$ cat src/rtl/serial_adder_pkg.sv
// serial_adder_pkg: state encodings and width limits shared by the serial adder.
package serial_adder_pkg;
  localparam logic [1:0] S_IDLE = 2'd0;
  localparam logic [1:0] S_RUN  = 2'd1;
  localparam logic [1:0] S_DONE = 2'd2;
  localparam int WIDTH_MIN = 2;
  localparam int WIDTH_MAX = 32;
endpackage

$ cat src/rtl/serial_fa_cell.sv
// serial_fa_cell: combinational full adder from two half adders and an OR.
module serial_fa_cell (
  input  logic a,
  input  logic b,
  input  logic cin,
  output logic s,
  output logic co
);
  logic w_h1s, w_h1c, w_h2c;
  assign w_h1s = a ^ b;
  assign w_h1c = a & b;
  assign s     = w_h1s ^ cin;
  assign w_h2c = w_h1s & cin;
  assign co    = w_h1c | w_h2c;
endmodule

$ cat src/rtl/serial_adder.sv
// serial_adder: bit-serial add/subtract, one bit per clock LSB first, done pulse on completion.
module serial_adder
  import serial_adder_pkg::*;
#(
  parameter int WIDTH = 8
) (
  input  logic             clk,
  input  logic             rst_n,
  input  logic             start,
  input  logic             sub,
  input  logic [WIDTH-1:0] a,
  input  logic [WIDTH-1:0] b,
  output logic             busy,
  output logic             done,
  output logic [WIDTH-1:0] sum,
  output logic             cout,
  output logic             overflow
);
  localparam int CW = $clog2(WIDTH);
  localparam logic [CW-1:0] LAST = CW'(WIDTH - 1);
  if (WIDTH < WIDTH_MIN || WIDTH > WIDTH_MAX) begin : g_bad_width
    $error("serial_adder WIDTH out of range");
  end
  logic [1:0]       r_state;
  logic [WIDTH-1:0] r_a, r_b, r_res;
  logic             r_c;
  logic [CW-1:0]    r_cnt;
  logic             w_s, w_co;
  serial_fa_cell u_fa (.a(r_a[0]), .b(r_b[0]), .cin(r_c), .s(w_s), .co(w_co));
  assign busy = r_state == S_RUN;
  assign done = r_state == S_DONE;
  always_ff @(posedge clk or negedge rst_n) begin
    if (!rst_n) begin
      r_state  <= S_IDLE;
      r_a      <= '0;
      r_b      <= '0;
      r_res    <= '0;
      r_c      <= 1'b0;
      r_cnt    <= '0;
      sum      <= '0;
      cout     <= 1'b0;
      overflow <= 1'b0;
    end else if (r_state != S_RUN) begin
      r_state <= start ? S_RUN : S_IDLE;
      if (start) begin
        r_a   <= a;
        r_b   <= b ^ {WIDTH{sub}};
        r_c   <= sub;
        r_cnt <= '0;
      end
    end else begin
      r_a   <= r_a >> 1;
      r_b   <= r_b >> 1;
      r_res <= {w_s, r_res[WIDTH-1:1]};
      r_c   <= w_co;
      // r_c still holds the carry into the MSB on the last-bit edge
      if (r_cnt == LAST) begin
        sum      <= {w_s, r_res[WIDTH-1:1]};
        cout     <= w_co;
        overflow <= r_c ^ w_co;
        r_state  <= S_DONE;
      end else begin
        r_cnt <= r_cnt + 1'b1;
      end
    end
  end
endmodule

$ cat config.mk
export PLATFORM = sky130hd
export DESIGN_NAME = serial_adder
export DESIGN_NICKNAME = d
export VERILOG_FILES = /design/src/rtl/serial_adder_pkg.sv /design/src/rtl/serial_fa_cell.sv /design/src/rtl/serial_adder.sv
export SDC_FILE = /design/constraint.sdc
export NUM_CORES = 1
export LEC_CHECK = 0
export CORE_ASPECT_RATIO = 0.5
export CORE_MARGIN = 10
export CORE_UTILIZATION = 52
export CTS_CLUSTER_DIAMETER = 40
export CTS_CLUSTER_SIZE = 12
export DETAILED_ROUTE_END_ITERATION = 10
export PLACE_DENSITY = 0.79
export SLEW_MARGIN = 0
export SYNTH_ARGS = -nofsm -noshare
export SYNTH_HDL_FRONTEND = slang
export SYNTH_SLANG_ARGS = --single-unit
$ cat constraint.sdc
create_clock -name clk -period 2.02 [get_ports clk]
set_clock_uncertainty 0.05 [all_clocks]
set_input_delay 0.404 -clock clk [delete_from_list [all_inputs] [get_ports clk]]
set_output_delay 0.404 -clock clk [all_outputs]
set_load 0.005 [all_outputs]
==> summary.txt, run 1 <==
# rows: 15
Post-CTS Hold Buffers: 0
Rel. slew slack: 0.672
Clk sinks: 39
# IOs: 32
#FFs+latches synth: 39
Highest net fanout along the worst path: 4
M3 GR Usage: 0.0309
Vias in the first global route: 1186
Commonest non-fill, non-tap cells in the layout: dfrtp_1 (39), clkdlybuf4s50_1 (30), nand2_1 (27), mux2i_1 (16)
Final setup vio count: 0
Syn Std Cell Area: 1840 sq um
CTS tree: yes
Clock root buffer: clkbuf_8
Finished Layout Cells: 237
DRT Pass-1 Iters: 4
Starting DRT DRC Count: 78
Port buffer count: 31
Wire length per cell: 13.9 microns
RSZ-0062 raised after global routing: no
Initial Utilization: 0.538
DIE HEIGHT: 62.0 microns
Core footprint: 3420 sq um
VDD IR max: 560 uV
Initial antenna violation count: 0
Avg Inst Size Synth: 12.1 sq um
Crit path capture type: output port
Dpl cells: 229
Tcrit/Tclk final: 0.961
Post-CTS setup buffer count: 0
CTS Buf Count: 5
GPL Wtd Cong: 0.689
Layout cells sized above 1: 0.199
M2 GR Usage: 0.196
Post-synthesis sequential area ratio: 0.531
Post-Syn Nets: 175
M1 GR Usage: 0.128
YS warnings: 0
Ant. Diodes: 0
Clock Latency Late Sink: 280 ps
Overflow left after global routing: 0
Final Hold Fails: 0
Final WL: 3300 microns
Final Power: 3320 uW
Largest net degree at the start of global routing: 40
CP max-delay cell: clkdlybuf4s50_1
Commonest non-fill, non-tap cell in the layout: dfrtp_1
Tmin final: 1940 ps
Startpoint Class: register
H-tree Lvls: 2
Post-CTS resize count: 0
Worst Max-Slew Pin Slew: 491 ps
# nets final: 208
Setup TNS: 0 ps
Worst Setup Path Type: reg2out
Max_cap viols: 0
Total number of vias: 1172
R2R Setup Slk: 330 ps
Power per cell area: 1440 nW/um^2
Global routing's busiest layer: met2
CP cell instances: nand2b_1 -> inv_4 -> clkdlybuf4s50_1
Die area: 6450 sq um
Max clock buf depth: 2
ANT nets after route: 0
Crit path DAT: 1490 ps
All-Layer GR Usage: 0.109
Area growth syn-to-layout: 25.1%
Detailed placement HPWL: 2270 microns
Mapped Cells: 152
Final Core Density: 0.673
Status: finished, final reports clean
Req. time, crit path: 1570 ps
DRC viols: 0
Hold crit path type: in2async
Peak Freq: 0.515 GHz
Final Max Slew Viols: 0
DR vias/cell: 4.95
Die W: 104 microns
Synth cell types: 27
Clock-pin slew on the worst setup and hold paths: 80 ps
First-pass GRT wire length: 5710 microns
Delay of the slowest critical-path stage: 500 ps
Pleak: 0.00109 uW
## registers in the layout (all words and copies together) (netlist names)
| name | count |
|---|---|
| r_a | 8 |
| sum | 8 |
| cout | 1 |
| r_state | 2 |
| r_c | 1 |
| overflow | 1 |
| r_res | 7 |
| r_b | 8 |
| r_cnt | 3 |
## synth_stat cells
| cell | instances | area (sq um) |
|---|---|---|
| a21oi_1 | 1 | 5.00 |
| a21oi_2 | 1 | 8.76 |
| a22o_1 | 2 | 17.5 |
| buf_12 | 1 | 20.0 |
| buf_2 | 3 | 15.0 |
| buf_4 | 3 | 22.5 |
| buf_6 | 1 | 11.3 |
| buf_8 | 1 | 15.0 |
| dfrtp_1 | 39 | 976 |
| fa_1 | 1 | 20.0 |
| ha_1 | 2 | 25.0 |
| inv_1 | 2 | 7.51 |
| inv_4 | 1 | 6.26 |
| mux2_1 | 9 | 101 |
| mux2_2 | 1 | 11.3 |
| mux2i_1 | 16 | 160 |
| nand2_1 | 27 | 101 |
| nand2_2 | 10 | 62.6 |
| nand2b_1 | 1 | 6.26 |
| nand3b_4 | 1 | 20.0 |
| nor2_1 | 1 | 3.75 |
| nor2b_1 | 1 | 6.26 |
| nor3b_2 | 1 | 12.5 |
| o21ai_1 | 7 | 35.0 |
| o21ai_2 | 10 | 87.6 |
| xnor2_1 | 2 | 17.5 |
| xor2_1 | 7 | 61.3 |
## routing by layer
layer	up-vias	routed length (microns)
met5	-	0
met3	2	101
li1	572	-
met1	580	1510
met4	0	34
met2	18	1660
## layout make-up
type	instances	area [sq um]
fillers	271	1120
clock inverters	2	60.1
well taps	51	63.8
repair buffers	35	348
inverters	3	13.8
flip-flops and latches	39	976
clock buffers	6	72.6
multi-input cells	101	763
## critical path: cells and delay by family, from the launching register on
kind | cells | cell delay [ps]
buffers and inverters | 2 | 570
and+or+nand+nor | 1 | 220
DFF | 1 | 410
## through the flow
stage / instance area (sq um) / hold slack (ps) / setup WS, ps
2_1_floorplan: 1840 / 58.4 / 451
3_3_place_gp: 2160 / 403 / 287
3_5_place_dp: 2160 / 410 / 228
4_1_cts: 2300 / 125 / 44.5
5_1_grt: 2300 / 145 / 1.66
6_report: 2300 / 116 / 79.0
## cell families after synthesis
family / synth area share
AND/OR/NAND/NOR: 0.116
flip-flops: 0.531
multiplexers: 0.149
AO/OA/AOI/OAI: 0.0838
buffers and inverters: 0.0531
XOR/XNOR: 0.0429
adder cells (fa/ha/maj): 0.0245
## path summary, 6_finish.rpt
check                           start  cells past startpoint       end
max                        r_state[1]                      3      busy
min                             rst_n                      2    r_a[2]
max reg2reg                  r_cnt[0]                      5  r_cnt[0]
min reg2reg                  r_res[1]                      2  r_res[1]
max in group asynchronous       rst_n                      2    r_a[0]
min in group clk             r_res[1]                      2  r_res[1]
## power breakdown
group / switching [uW] / internal, uW / leakage [uW]
Combinational: 610 / 614 / 0.000531
Sequential: 216 / 1120 / 0.000497
Clock: 263 / 494 / 0.0000654
Total: 1090 / 2230 / 0.00109
(Power assumes the default switching activity.)
==> run 2: changes to the inputs <==
--- a/config.mk
+++ b/config.mk
@@ -7,11 +7,12 @@
 export LEC_CHECK = 0
 export CORE_ASPECT_RATIO = 0.5
 export CORE_MARGIN = 10
-export CORE_UTILIZATION = 52
+export CORE_UTILIZATION = 54
+export CTS_BUF_LIST = sky130_fd_sc_hd__clkbuf_4 sky130_fd_sc_hd__clkbuf_8
 export CTS_CLUSTER_DIAMETER = 40
 export CTS_CLUSTER_SIZE = 12
 export DETAILED_ROUTE_END_ITERATION = 10
-export PLACE_DENSITY = 0.79
+export PLACE_DENSITY = 0.81
 export SLEW_MARGIN = 0
 export SYNTH_ARGS = -nofsm -noshare
 export SYNTH_HDL_FRONTEND = slang
==> summary.txt, run 2 (synthesis gave the netlist of run 1 again) <==
Status: finished, final reports clean
Tmin final: 1940 ps (-4.69 ps)
Crit path capture type: output port
Clock Latency Late Sink: 290 ps (about the same)
Startpoint Class: register
Worst Max-Slew Pin Slew: 486 ps (-5.10 ps)
# rows: 14 (-1)
Peak Freq: 0.516 GHz (+0.24%)
Total number of vias: 1149 (-2.0%)
Hold crit path type: in2async
Tcrit/Tclk final: 0.959 (-0.00232)
Core footprint: 3140 sq um (-8.2%)
All-Layer GR Usage: 0.108 (-0.000873)
R2R Setup Slk: 350 ps (+20 ps)
Worst setup margin: 83.7 ps (+4.69 ps)
Largest regs: r_a (8), r_b (8), sum (8)
Worst r2r src: r_cnt[0]
Finished Layout Cells: 226 (-4.6%)
Detailed placement HPWL: 2320 microns (+2.1%)
Final setup vio count: 0 (unchanged)
Highest net fanout along the worst path: 4 (unchanged)
CTS tree: yes
Buf/Inv on CP: 2 (unchanged)
CP cell instances: nand2b_1 -> inv_4 -> clkdlybuf4s50_1
Post-CTS Hold Buffers: 0 (unchanged)
Max clock buf depth: 2 (unchanged)
RR Endpoint: r_cnt[0]
DRC viols: 0 (unchanged)
Vias in the first global route: 1165 (-1.8%)
Crit path DAT: 1480 ps (about the same)
Initial Utilization: 0.586 (+0.0481)
DRT Pass-1 Iters: 4 (unchanged)
Wire length per cell: 14.2 microns (+1.9%)
Final Hold Slack: 102 ps (-14.6 ps)
First-pass GRT wire length: 5300 microns (-7.2%)
Final WL: 3210 microns (-2.8%)
DIE HEIGHT: 61.2 microns (-1.3%)
RSZ-0062 raised after global routing: no
Starting DRT DRC Count: 13 (-83%)
Port buffer count: 31 (unchanged)
Worst Setup Path Type: reg2out
Largest net degree at the start of global routing: 40 (unchanged)
GPL Wtd Cong: 0.704 (+2.2%)
VDD IR max: 608 uV (+8.7%)
Commonest non-fill, non-tap cell in the layout: dfrtp_1
Die area: 6280 sq um (-2.8%)
CTS Buf Count: 5 (unchanged)
Die W: 102 microns (-1.5%)
Layout cells sized above 1: 0.204 (+0.00538)
Final Hold Fails: 0 (unchanged)
Delay of the slowest critical-path stage: 490 ps (about the same)
Req. time, crit path: 1570 ps (about the same)
DP Worst Slack: 230 ps (+1.43 ps)
CP delay by family, top: buffers and inverters
# nets final: 208 (unchanged)
Rel. slew slack: 0.675 (+0.00341)
DR vias/cell: 5.08 (+2.8%)
H-tree Lvls: 2 (unchanged)
CP max-delay cell: clkdlybuf4s50_1
Commonest non-fill, non-tap cells in the layout: dfrtp_1 (39), clkdlybuf4s50_1 (30), nand2_1 (27), mux2i_1 (16)
Setup TNS: 0 ps (unchanged)
# IOs: 32 (unchanged)
Area growth syn-to-layout: 21.9%
Ant. Diodes: 0 (unchanged)
Pleak: 0.00107 uW (-1.9%)
Post-CTS setup buffer count: 0 (unchanged)
Clock-pin slew on the worst setup and hold paths: 70 ps (about the same)
Initial antenna violation count: 0 (unchanged)
Clk sinks: 39 (unchanged)
Dpl cells: 218 (-4.8%)
Post-CTS resize count: 0 (unchanged)
Final Max Slew Viols: 0 (unchanged)
Max_cap viols: 0 (unchanged)
Worst R2R Path Depth: 5 (unchanged)
Clock root buffer: clkbuf_8
Overflow left after global routing: 0 (unchanged)
ANT nets after route: 0 (unchanged)
Power per cell area: 1370 nW/um^2 (-5.2%)
==> run 2: cell types whose count changed in the layout (fill, tap and decap cells not counted), sizes merged <==
cell	change
clkinv	+1
clkinvlp	+1
bufinv	-2
==> run 2: final cells by class <==
cell class,instances,area (sq um)
clock inverters,2,12.5
fillers,223,896
inverters,3,13.8
flip-flops and latches,39,976
well taps,40,50.0
repair buffers,35,348
multi-input cells,101,763
clock buffers,6,76.3
==> run 2: worst register-to-register path, delay by kind of cell, from the launching register on <==
family | cells | cell delay, ps
adder cells (fa/ha/maj) | 2 | 440
flip-flops | 1 | 390
multiplexers | 1 | 270
AO/OA/AOI/OAI | 1 | 90
AND/OR/NAND/NOR | 1 | 330
==> run 2: how the worst max path moves through the flow <==
stage | start | to | cells past startpoint
2_1_floorplan | r_cnt[0] | cout | 5
3_3_place_gp | sub | r_b[5] | 4
3_5_place_dp | sub | r_b[6] | 4
4_1_cts | r_state[1] | busy | 3
5_1_grt | r_state[1] | busy | 3
6_report | r_state[1] | busy | 3
==> run 2: per-stage QoR <==
step	power [uW]	util	instance area [sq um]
floorplan	2230	-	1840
global placement	2520	0.686	2150
detailed placement	2590	0.686	2150
CTS	3110	0.714	2240
global route	3300	0.714	2240
finish	3070	0.714	2240
==> run 2: report_power, final <==
part           switching [uW]  internal (uW)  leakage (uW)
registers                 215           1120      0.000497
clock network             262            254     0.0000446
logic                     600            612      0.000531
==> run 2: layer usage <==
layer  global-route usage  share of wire  vias to the layer above
met4               0.0538          0.011                        0
met2                0.193           0.49                       22
met3               0.0335          0.043                        5
met5                    0              0                        -
met1                0.118           0.45                      554
li1                     -              -                      568
==> run 3: changes to the inputs <==
--- a/config.mk
+++ b/config.mk
@@ -13,6 +13,7 @@
 export CTS_CLUSTER_SIZE = 12
 export DETAILED_ROUTE_END_ITERATION = 10
 export PLACE_DENSITY = 0.81
+export SKIP_LAST_GASP = 1
 export SLEW_MARGIN = 0
 export SYNTH_ARGS = -nofsm -noshare
 export SYNTH_HDL_FRONTEND = slang
==> results of run 3 <==
Final layout, timing and power as in run 2 (identical DEF).
